### src/rtl/rv32i_pkg.sv
// rtl/rv32i_pkg.sv - RV32I opcode constants, immediate formats and default widths
package rv32i_pkg;

    localparam int DEFAULT_XLEN   = 32;
    localparam int DEFAULT_REG_AW = 5;

    localparam logic [6:0] LUI      = 7'b0110111;
    localparam logic [6:0] AUIPC    = 7'b0010111;
    localparam logic [6:0] JAL      = 7'b1101111;
    localparam logic [6:0] JALR     = 7'b1100111;
    localparam logic [6:0] BRANCH   = 7'b1100011;
    localparam logic [6:0] LOAD     = 7'b0000011;
    localparam logic [6:0] STORE    = 7'b0100011;
    localparam logic [6:0] OP_IMM   = 7'b0010011;
    localparam logic [6:0] OP       = 7'b0110011;
    localparam logic [6:0] MISC_MEM = 7'b0001111;
    localparam logic [6:0] SYSTEM   = 7'b1110011;

    typedef enum logic [2:0] {
        IMM_I,
        IMM_S,
        IMM_B,
        IMM_U,
        IMM_J,
        IMM_NONE
    } imm_type_e;

endpackage

### src/rtl/id_imm_gen.sv
// rtl/id_imm_gen.sv - RV32I immediate extraction, sign-extended from instr[31]
module id_imm_gen
    import rv32i_pkg::*;
#(
    parameter int XLEN = DEFAULT_XLEN
) (
    input  logic [31:7]     instr,
    input  imm_type_e       imm_type,
    output logic [XLEN-1:0] imm
);

    always_comb begin
        imm = '0;
        case (imm_type)
            IMM_I:   imm = XLEN'($signed(instr[31:20]));
            IMM_S:   imm = XLEN'($signed({instr[31:25], instr[11:7]}));
            IMM_B:   imm = XLEN'($signed({instr[31], instr[7], instr[30:25], instr[11:8], 1'b0}));
            IMM_U:   imm = XLEN'($signed({instr[31:12], 12'b0}));
            IMM_J:   imm = XLEN'($signed({instr[31], instr[19:12], instr[20], instr[30:21], 1'b0}));
            default: imm = '0;
        endcase
    end

endmodule

### src/rtl/id_stage.sv
// rtl/id_stage.sv - RV32I decode stage with writeback bypass, hazard scoreboard and ID/EX register
module id_stage
    import rv32i_pkg::*;
#(
    parameter int XLEN   = DEFAULT_XLEN,
    parameter int REG_AW = DEFAULT_REG_AW
) (
    input  logic              clk,
    input  logic              rst_n,
    input  logic              if_valid,
    output logic              if_ready,
    input  logic [31:0]       if_instr,
    input  logic [XLEN-1:0]   if_pc,
    output logic [REG_AW-1:0] src1_addr,
    output logic [REG_AW-1:0] src2_addr,
    input  logic [XLEN-1:0]   src1_data,
    input  logic [XLEN-1:0]   src2_data,
    input  logic              wb_valid,
    input  logic [REG_AW-1:0] wb_addr,
    input  logic [XLEN-1:0]   wb_data,
    input  logic              flush,
    output logic              ex_valid,
    input  logic              ex_ready,
    output logic [XLEN-1:0]   ex_pc,
    output logic [XLEN-1:0]   ex_rs1_val,
    output logic [XLEN-1:0]   ex_rs2_val,
    output logic [XLEN-1:0]   ex_imm,
    output logic [REG_AW-1:0] ex_rd,
    output logic              ex_rd_we,
    output logic [6:0]        ex_opcode,
    output logic [2:0]        ex_funct3,
    output logic [6:0]        ex_funct7,
    output logic              ex_illegal
);

    localparam int NREG = 1 << REG_AW;

    logic [6:0]        opcode;
    logic [REG_AW-1:0] rs1, rs2, rd;
    logic              uses_rs1, uses_rs2, writes_rd, illegal, rd_we;
    imm_type_e         imm_type;
    logic [XLEN-1:0]   imm, rs1_val, rs2_val;
    logic              bypass1, bypass2, wb_hits_rd, hazard, accept;
    logic [NREG-1:0]   busy, busy_next;

    assign opcode    = if_instr[6:0];
    assign rs1       = if_instr[19:15];
    assign rs2       = if_instr[24:20];
    assign rd        = if_instr[11:7];
    assign src1_addr = rs1;
    assign src2_addr = rs2;

    always_comb begin
        uses_rs1  = 1'b0;
        uses_rs2  = 1'b0;
        writes_rd = 1'b0;
        illegal   = 1'b0;
        imm_type  = IMM_NONE;
        if (if_instr[1:0] != 2'b11) begin
            illegal = 1'b1;
        end else begin
            case (opcode)
                LUI, AUIPC: begin writes_rd = 1'b1; imm_type = IMM_U; end
                JAL:        begin writes_rd = 1'b1; imm_type = IMM_J; end
                JALR, LOAD, OP_IMM: begin
                    writes_rd = 1'b1; uses_rs1 = 1'b1; imm_type = IMM_I;
                end
                BRANCH:     begin uses_rs1 = 1'b1; uses_rs2 = 1'b1; imm_type = IMM_B; end
                STORE:      begin uses_rs1 = 1'b1; uses_rs2 = 1'b1; imm_type = IMM_S; end
                OP:         begin writes_rd = 1'b1; uses_rs1 = 1'b1; uses_rs2 = 1'b1; end
                MISC_MEM, SYSTEM: imm_type = IMM_I;
                default:    illegal = 1'b1;
            endcase
        end
    end

    assign rd_we = writes_rd && (rd != '0);

    id_imm_gen #(.XLEN(XLEN)) u_imm_gen (
        .instr    (if_instr[31:7]),
        .imm_type (imm_type),
        .imm      (imm)
    );

    // x0 reads as zero and is never bypassed, so it can never create a hazard
    assign bypass1    = wb_valid && (wb_addr == rs1) && (rs1 != '0);
    assign bypass2    = wb_valid && (wb_addr == rs2) && (rs2 != '0);
    assign wb_hits_rd = wb_valid && (wb_addr == rd);
    assign rs1_val    = (rs1 == '0) ? '0 : (bypass1 ? wb_data : src1_data);
    assign rs2_val    = (rs2 == '0) ? '0 : (bypass2 ? wb_data : src2_data);

    assign hazard = (uses_rs1 && busy[rs1] && !bypass1)
                 || (uses_rs2 && busy[rs2] && !bypass2)
                 || (rd_we && busy[rd] && !wb_hits_rd);

    assign if_ready = rst_n && !flush && !hazard && (!ex_valid || ex_ready);
    assign accept   = if_valid && if_ready;

    // Clears are applied before the set so a same-cycle set on the same register wins
    always_comb begin
        busy_next = busy;
        if (wb_valid)
            busy_next[wb_addr] = 1'b0;
        if (flush && ex_valid && ex_rd_we)
            busy_next[ex_rd] = 1'b0;
        if (accept && rd_we)
            busy_next[rd] = 1'b1;
        busy_next[0] = 1'b0;
    end

    always_ff @(posedge clk or negedge rst_n) begin
        if (!rst_n) begin
            busy       <= '0;
            ex_valid   <= 1'b0;
            ex_pc      <= '0;
            ex_rs1_val <= '0;
            ex_rs2_val <= '0;
            ex_imm     <= '0;
            ex_rd      <= '0;
            ex_rd_we   <= 1'b0;
            ex_opcode  <= '0;
            ex_funct3  <= '0;
            ex_funct7  <= '0;
            ex_illegal <= 1'b0;
        end else begin
            busy <= busy_next;
            if (flush) begin
                ex_valid <= 1'b0;
            end else if (accept) begin
                ex_valid   <= 1'b1;
                ex_pc      <= if_pc;
                ex_rs1_val <= rs1_val;
                ex_rs2_val <= rs2_val;
                ex_imm     <= imm;
                ex_rd      <= rd;
                ex_rd_we   <= rd_we;
                ex_opcode  <= opcode;
                ex_funct3  <= if_instr[14:12];
                ex_funct7  <= if_instr[31:25];
                ex_illegal <= illegal;
            end else if (ex_ready) begin
                ex_valid <= 1'b0;
            end
        end
    end

endmodule

### config.mk
export PLATFORM = sky130hd
export DESIGN_NAME = id_stage
export DESIGN_NICKNAME = d
export VERILOG_FILES = /design/src/rtl/rv32i_pkg.sv /design/src/rtl/id_imm_gen.sv /design/src/rtl/id_stage.sv
export SDC_FILE = /design/constraint.sdc
export NUM_CORES = 1
export LEC_CHECK = 0
export CORE_MARGIN = 3
export CORE_UTILIZATION = 39
export CTS_BUF_LIST = sky130_fd_sc_hd__clkbuf_4
export CTS_CLUSTER_SIZE = 10
export DETAILED_ROUTE_END_ITERATION = 7
export GPL_ROUTABILITY_DRIVEN = 0
export PLACE_DENSITY_LB_ADDON = 0.12
export SYNTH_ARGS = -nofsm -noshare
export SYNTH_HDL_FRONTEND = slang
export SYNTH_SLANG_ARGS = --single-unit
export TNS_END_PERCENT = 20
### constraint.sdc
create_clock -name clk -period 2.9 [get_ports clk]
set_input_delay 0.29 -clock clk [delete_from_list [all_inputs] [get_ports clk]]
set_output_delay 0.29 -clock clk [all_outputs]
set_load 0.02 [all_outputs]
==> Yosys cells after proc, flatten, opt, wreduce, memory -nomap -nowiden <==
Index checks and enable logic that the tools add are counted.
{ "totals": {"reg_bits": 184, "inputBits": 171, "output_inout_bits": 164, "word_cells": 123} }
{ "classes": {"n_lt_le_gt_ge": 8, "n_eq_ne": 19, "mux": 33, "bitwise": 6, "n_reduce_logical": 45} }
{ "op_table": {"columns": ["operator", "count"], "rows": [
  ["two-way mux 32 bit", 7],
  ["case mux 32 bit (5 select lines)", 1],
  ["AND 32 bit", 2],
  ["NOT 32 bit", 2],
  ["OR 32 bit", 1],
  ["< comparator 5 x 6 -> 1 bit (second input constant)", 5],
  ["equality test 7 bit (second input constant)", 4],
  ["logical AND 1 bit", 22],
  ["equality test 7 x 6 -> 1 bit (second input constant)", 3],
  ["two-way mux 1 bit", 17],
  ["binary-select mux 1 bit (select 5 bit)", 3],
  ["demux 1 bit (select 5 bit)", 3],
  ["equality test 5 bit", 3],
  [">= comparator 5 x 1 -> 1 bit (second input constant)", 3],
  ["case mux 3 bit (5 select lines)", 1],
  ["nonzero test 5 bit", 3],
  ["equality test 7 x 5 -> 1 bit (second input constant)", 2],
  ["OR reduction 11 bit", 1],
  ["logical NOT 5 bit", 2],
  ["equality test 7 x 2 -> 1 bit (second input constant)", 1],
  ["equality test 7 x 4 -> 1 bit (second input constant)", 1],
  ["OR reduction 7 bit", 1],
  ["equality test 3 x 2 -> 1 bit (second input constant)", 2],
  ["logical NOT 1 bit", 6],
  ["13 further kinds", 15]
]} }

==> Depth between registers and ports, before layout <==
{ "logic_depth": {"depth_word": 14, "mapped_depth": 11} }

==> Modules after synthesis <==
Synthesis repeated with hierarchy kept, for this count alone.
{ "unflattened": {"cells_unflattened": 998, "hier_area_um2": 10592.7} }
{ "by_module_without_submodules": {"columns": ["mod", "n_inst", "cells_each", "area_each_um2"], "rows": [
  ["id_stage", 1, 904, 10052.1],
  ["id_imm_gen", 1, 94, 540.5]
]} }

==> Least setup slack after synthesis <==
Ideal clock, no wire load.
{ "synth_path": {"kind": "input port to flip-flop", "startpoint": "input if_instr[18]", "endpoint": "register ex_funct3[2]", "setup_time_ns": 0.128, "arrival_time_ns": 2.546, "t_required_ns": 2.772, "setup_slack_ns": 0.226, "cell_stages": 11, "path_cell_list": "clkbuf_1 -> or2_1 -> or4_1 -> clkbuf_1 -> and4_1 -> a311oi_2 -> a32oi_2 -> nand4_2 -> buf_6 -> buf_4 -> mux2_1"} }
{ "synth_between": {"elab_chain_len": 12} }
{ "synth_rtl": {"columns": ["item", "line", "rtl"], "rows": [
  ["start: declaration", "id_stage.sv:12", "input logic [31:0] if_instr,"],
  ["parallel branches: the longest is 4 deep, another holds binary-select mux 1 bit (select 5 bit)", null, null],
  ["logical AND 1 bit (*)", "id_stage.sv:92", "assign hazard = (uses_rs1 && busy[rs1] && !bypass1)"],
  ["logical OR 1 bit (*)", "id_stage.sv:93", "|| (uses_rs2 && busy[rs2] && !bypass2)"],
  ["logical OR 1 bit (*)", "id_stage.sv:94", "|| (rd_we && busy[rd] && !wb_hits_rd);"],
  ["logical NOT 1 bit (*)", "id_stage.sv:96", "assign if_ready = rst_n && !flush && !hazard && (!ex_valid || ex_ready);"],
  ["logical AND 1 bit (*) (2 in series)", "id_stage.sv:96", null],
  ["logical AND 1 bit (*)", "id_stage.sv:97", "assign accept = if_valid && if_ready;"],
  ["AND reduction 2 bit (no line) (*)", null, null],
  ["end signal: assignment", "id_stage.sv:138", "ex_funct3 <= if_instr[14:12];"],
  ["end: declaration", "id_stage.sv:31", "output logic [2:0] ex_funct3,"]
]} }
Every way passes the cells marked *. The select of a mux whose other input is x is not followed.
A chain may end at the register's enable or synchronous reset.

==> Final worst setup path <==
{ "layout_path": {"startpoint": "register busy[6]", "endpoint": "output if_ready"} }
{ "layout_between": {"elab_chain_len": 9} }
{ "layout_rtl": {"columns": ["item", "line", "rtl"], "rows": [
  ["start: declaration", "id_stage.sv:44", "logic [NREG-1:0] busy, busy_next;"],
  ["start signal: assignment", "id_stage.sv:126", "busy <= busy_next;"],
  ["binary-select mux 1 bit (select 5 bit), on equally long branches", "id_stage.sv:92, id_stage.sv:93", null],
  ["two-way mux 1 bit, on equally long branches", "id_stage.sv:92, id_stage.sv:93", null],
  ["logical AND 1 bit, on equally long branches (2 in series)", "id_stage.sv:92, id_stage.sv:93", null],
  ["logical OR 1 bit", "id_stage.sv:93", null],
  ["logical OR 1 bit (*)", "id_stage.sv:94", null],
  ["logical NOT 1 bit (*)", "id_stage.sv:96", null],
  ["logical AND 1 bit (*) (2 in series)", "id_stage.sv:96", null],
  ["end: declaration", "id_stage.sv:11", "output logic if_ready,"]
]} }
Mark *: on every way between the ends. The rest lies on a longest branch, timed or not. The select of a mux whose other input is x is not followed.

==> run metrics <==
run status=finished with violations; failing checks=DRC, setup timing; CP Launch Type=register; fin. max-slew vios=0; setup total negative slack=-0.0423 ns; IO Pins=roughly 340; PnR worst setup slack=-0.0423 ns; Clock Tree Root=clkbuf_4; synthesized area=around 10,000 um^2; vias in the first global route=between 9,000 and 10,000; dpl ws=-0.546 ns; # nets final=between 1,000 and 1,500; via count=9,083; Clock Pin Slew Worst Setup and Hold Paths=0.19 ns; GRT Overall Usage=0.256; ys async rst share=1.00; DRC violations left=1; FF-to-FF Start=busy[6]; PD cells=between 400 and 500 nW/um^2; drt pass-1 iters=8; DPL Wire Length=27,500 um; Hold Crit Class=in -> async; most common cell in the netlist=dfrtp_1; setup slack, reg-to-reg=0.02 ns; critical path capture point type=output pin; Levels on crit path=7; CP Cell Sequence=mux4_2 > nor2b_1 > nor2_1 > a221o_1 > a32oi_2 > and3_4 > buf_6; largest fanout on the critical path=3; largest buffer count on any clock path=2; peak supply drop=approximately 350 uV; Setup Skew=0.0427 ns; Seq/Total Area, Yosys=0.453; initial DRC count=644; flops & latches, synth=about 180; DRT antenna net count=0; CP Launch Point=busy[6]; Post-synth EDFFs=0; initial core utilization=0.400; cell count after synthesis=908; wire per inst=22.4 um; Fill cells=2,177; reg2reg end=ex_rs1_val[4]; Core Util, Final=0.599; Clock power frac=0.213; total grt overflow=0; DP Area=between 10,000 and 15,000 um^2; Routed WL=roughly 37,000 um; number of buffers and inverters on the critical path=1; Synth top area share=0.453; initial antenna violation count=1; P_leak=0.00670 uW; relative slew slack=0.413; Mapped Avg Cell Area=11.2 um^2; total CTS buffers=17; crit-path max cell delay=between 0.4 and 0.5 ns; Flop pwr share=0.428; Final min period=about 2.9 ns; RSZ-0062 raised after global routing=yes; Die X=approximately 170 um; final hold viol count=0; die height=167 um; FMAX=~0.34 GHz; Slowest-stage cell, CP=dfrtp_2; Comb power frac=0.360; cell family with most CP delay=compound AO/OA/AOI/OAI gates; core region area=about 25,000 um^2; Synth cell types=57; Switching Share=0.351; via density per instance=roughly 5.5; most frequent cells after synthesis=184 x dfrtp_1, 101 x mux2_1, 96 x nand2_1, 68 x mux2i_1, 53 x nor2_1; H-tree depth=4; die area=approximately 28,000 um^2; clock sink total=roughly 180; Worst EP arrival=2.65 ns; Finish-stage setup viols=1; area delta synth->final=49.6%; worst slew pin tran=~0.88 ns; WP data required=approximately 2.6 ns; Overall Power=around 7500 uW; Yosys top cell by area=dfrtp_1; WS Path Type=reg -> out; fin area=15,200 um^2; Post-synth top flop=dfrtp_1; CTS tree=yes; Final Cycle Share=1.01; fraction of layout instances using a drive strength above 1=0.220; row cnt=a little under 60; max_cap viols=0; I/O Buffers=334; synthesis warning total=0; largest net degree at the start of global routing=67; Synth area leaders=dfrtp_1 45%, mux2_1 11%, mux2i_1 6.7%; r2r worst-path depth=11; Worst-Skew Late Latency=between 0.6 and 0.7 ns; Sw Pwr=2640 uW; first-pass GRT wire length=between 50,000 and 60,000 um; Syn Nets=between 1,000 and 1,500; Pint=4870 uW
[per-stage QoR]
stage,cells,hold slack [ns]
6_report,1656,0.0736
5_1_grt,1656,0.0382
4_1_cts,1646,0.0185
3_5_place_dp,1612,0.160
3_3_place_gp,1612,0.159
2_1_floorplan,908,-0.00559
[timing repair]
action,in CTS,in global routing
gates resized for setup,15,37
cloned,0,3
buffers inserted,1,6
hold buffers,1,0
pin swaps,2,1
hold endpoints to repair,67,0
setup endpoints to repair,1,52
[how the worst max path moves through the flow]
stage | to
floorplan | ex_funct3[2]
global placement | if_ready
detailed placement | if_ready
CTS | if_ready
global route | if_ready
finish | if_ready
[power by group through the flow]
stage          clock network (uW)  logic [uW]  registers, uW
2_1_floorplan                   0         636           3710
3_3_place_gp                    0        2560           3240
3_5_place_dp                    0        2580           3260
4_1_cts                      1660        2620           3210
5_1_grt                      1750        2850           3280
6_report                     1600        2700           3210
[routing by layer]
layer	share of wire	vias up	global-route usage
li1	-	4086	-
met1	0.42	4457	0.337
met2	0.46	471	0.404
met3	0.091	69	0.0767
met4	0.029	0	0.0861
met5	0	-	0
[cell type report]
class / count / area [um^2] / share of cell area
Multi-Input combinational cell: 608 / 5210 / 0.342
Sequential cell: 184 / 4610 / 0.303
Timing Repair Buffer: 470 / 4550 / 0.299
Tap cell: 330 / 413 / 0.0271
Clock inverter: 15 / 196 / 0.0129
Clock buffer: 17 / 128 / 0.00838
Inverter: 31 / 116 / 0.00764
Antenna cell: 1 / 2.50 / 0.000164
[state kept, by name, indices dropped and copies added, names as in the netlist, 5 cells and up]
| register | flops |
|---|---|
| ex_rs1_val | 32 |
| ex_pc | 32 |
| ex_opcode | 7 |
| ex_rs2_val | 32 |
| ex_rd | 5 |
| ex_funct7 | 7 |
| busy | 31 |
| ex_imm | 32 |
[cell families (layout without fill, tap and decap cells)]
family          Yosys count  count (layout)  share of synthesized area
xor+xnor                 15              15                     0.0129
flops                   184             184                      0.453
simple gates            222             222                      0.104
compound gates          157             157                      0.125
mux                     214             214                      0.247
buf+inv                 116             533                     0.0578
other cells               0               1                          0
[placed cells by master (no fill, tap or decap), types with 8 or more instances in the layout]
cell	netlist	routed
a21oi_1	24	24
buf_12	0	10
buf_4	17	121
clkbuf_4	0	17
clkdlybuf4s50_1	0	332
dfrtp_1	184	183
inv_1	31	31
mux2_1	101	65
mux2_2	28	27
mux2_4	0	37
mux2i_1	68	68
mux4_2	17	17
nand2_1	96	96
nand3_1	12	12
nand3b_1	12	12
nor2_1	53	53
nor2b_1	8	8
o21ai_0	47	47
o221ai_1	31	31
o41ai_2	23	23
xor2_1	10	10
Note: power is estimated with default switching activity, not from simulation.
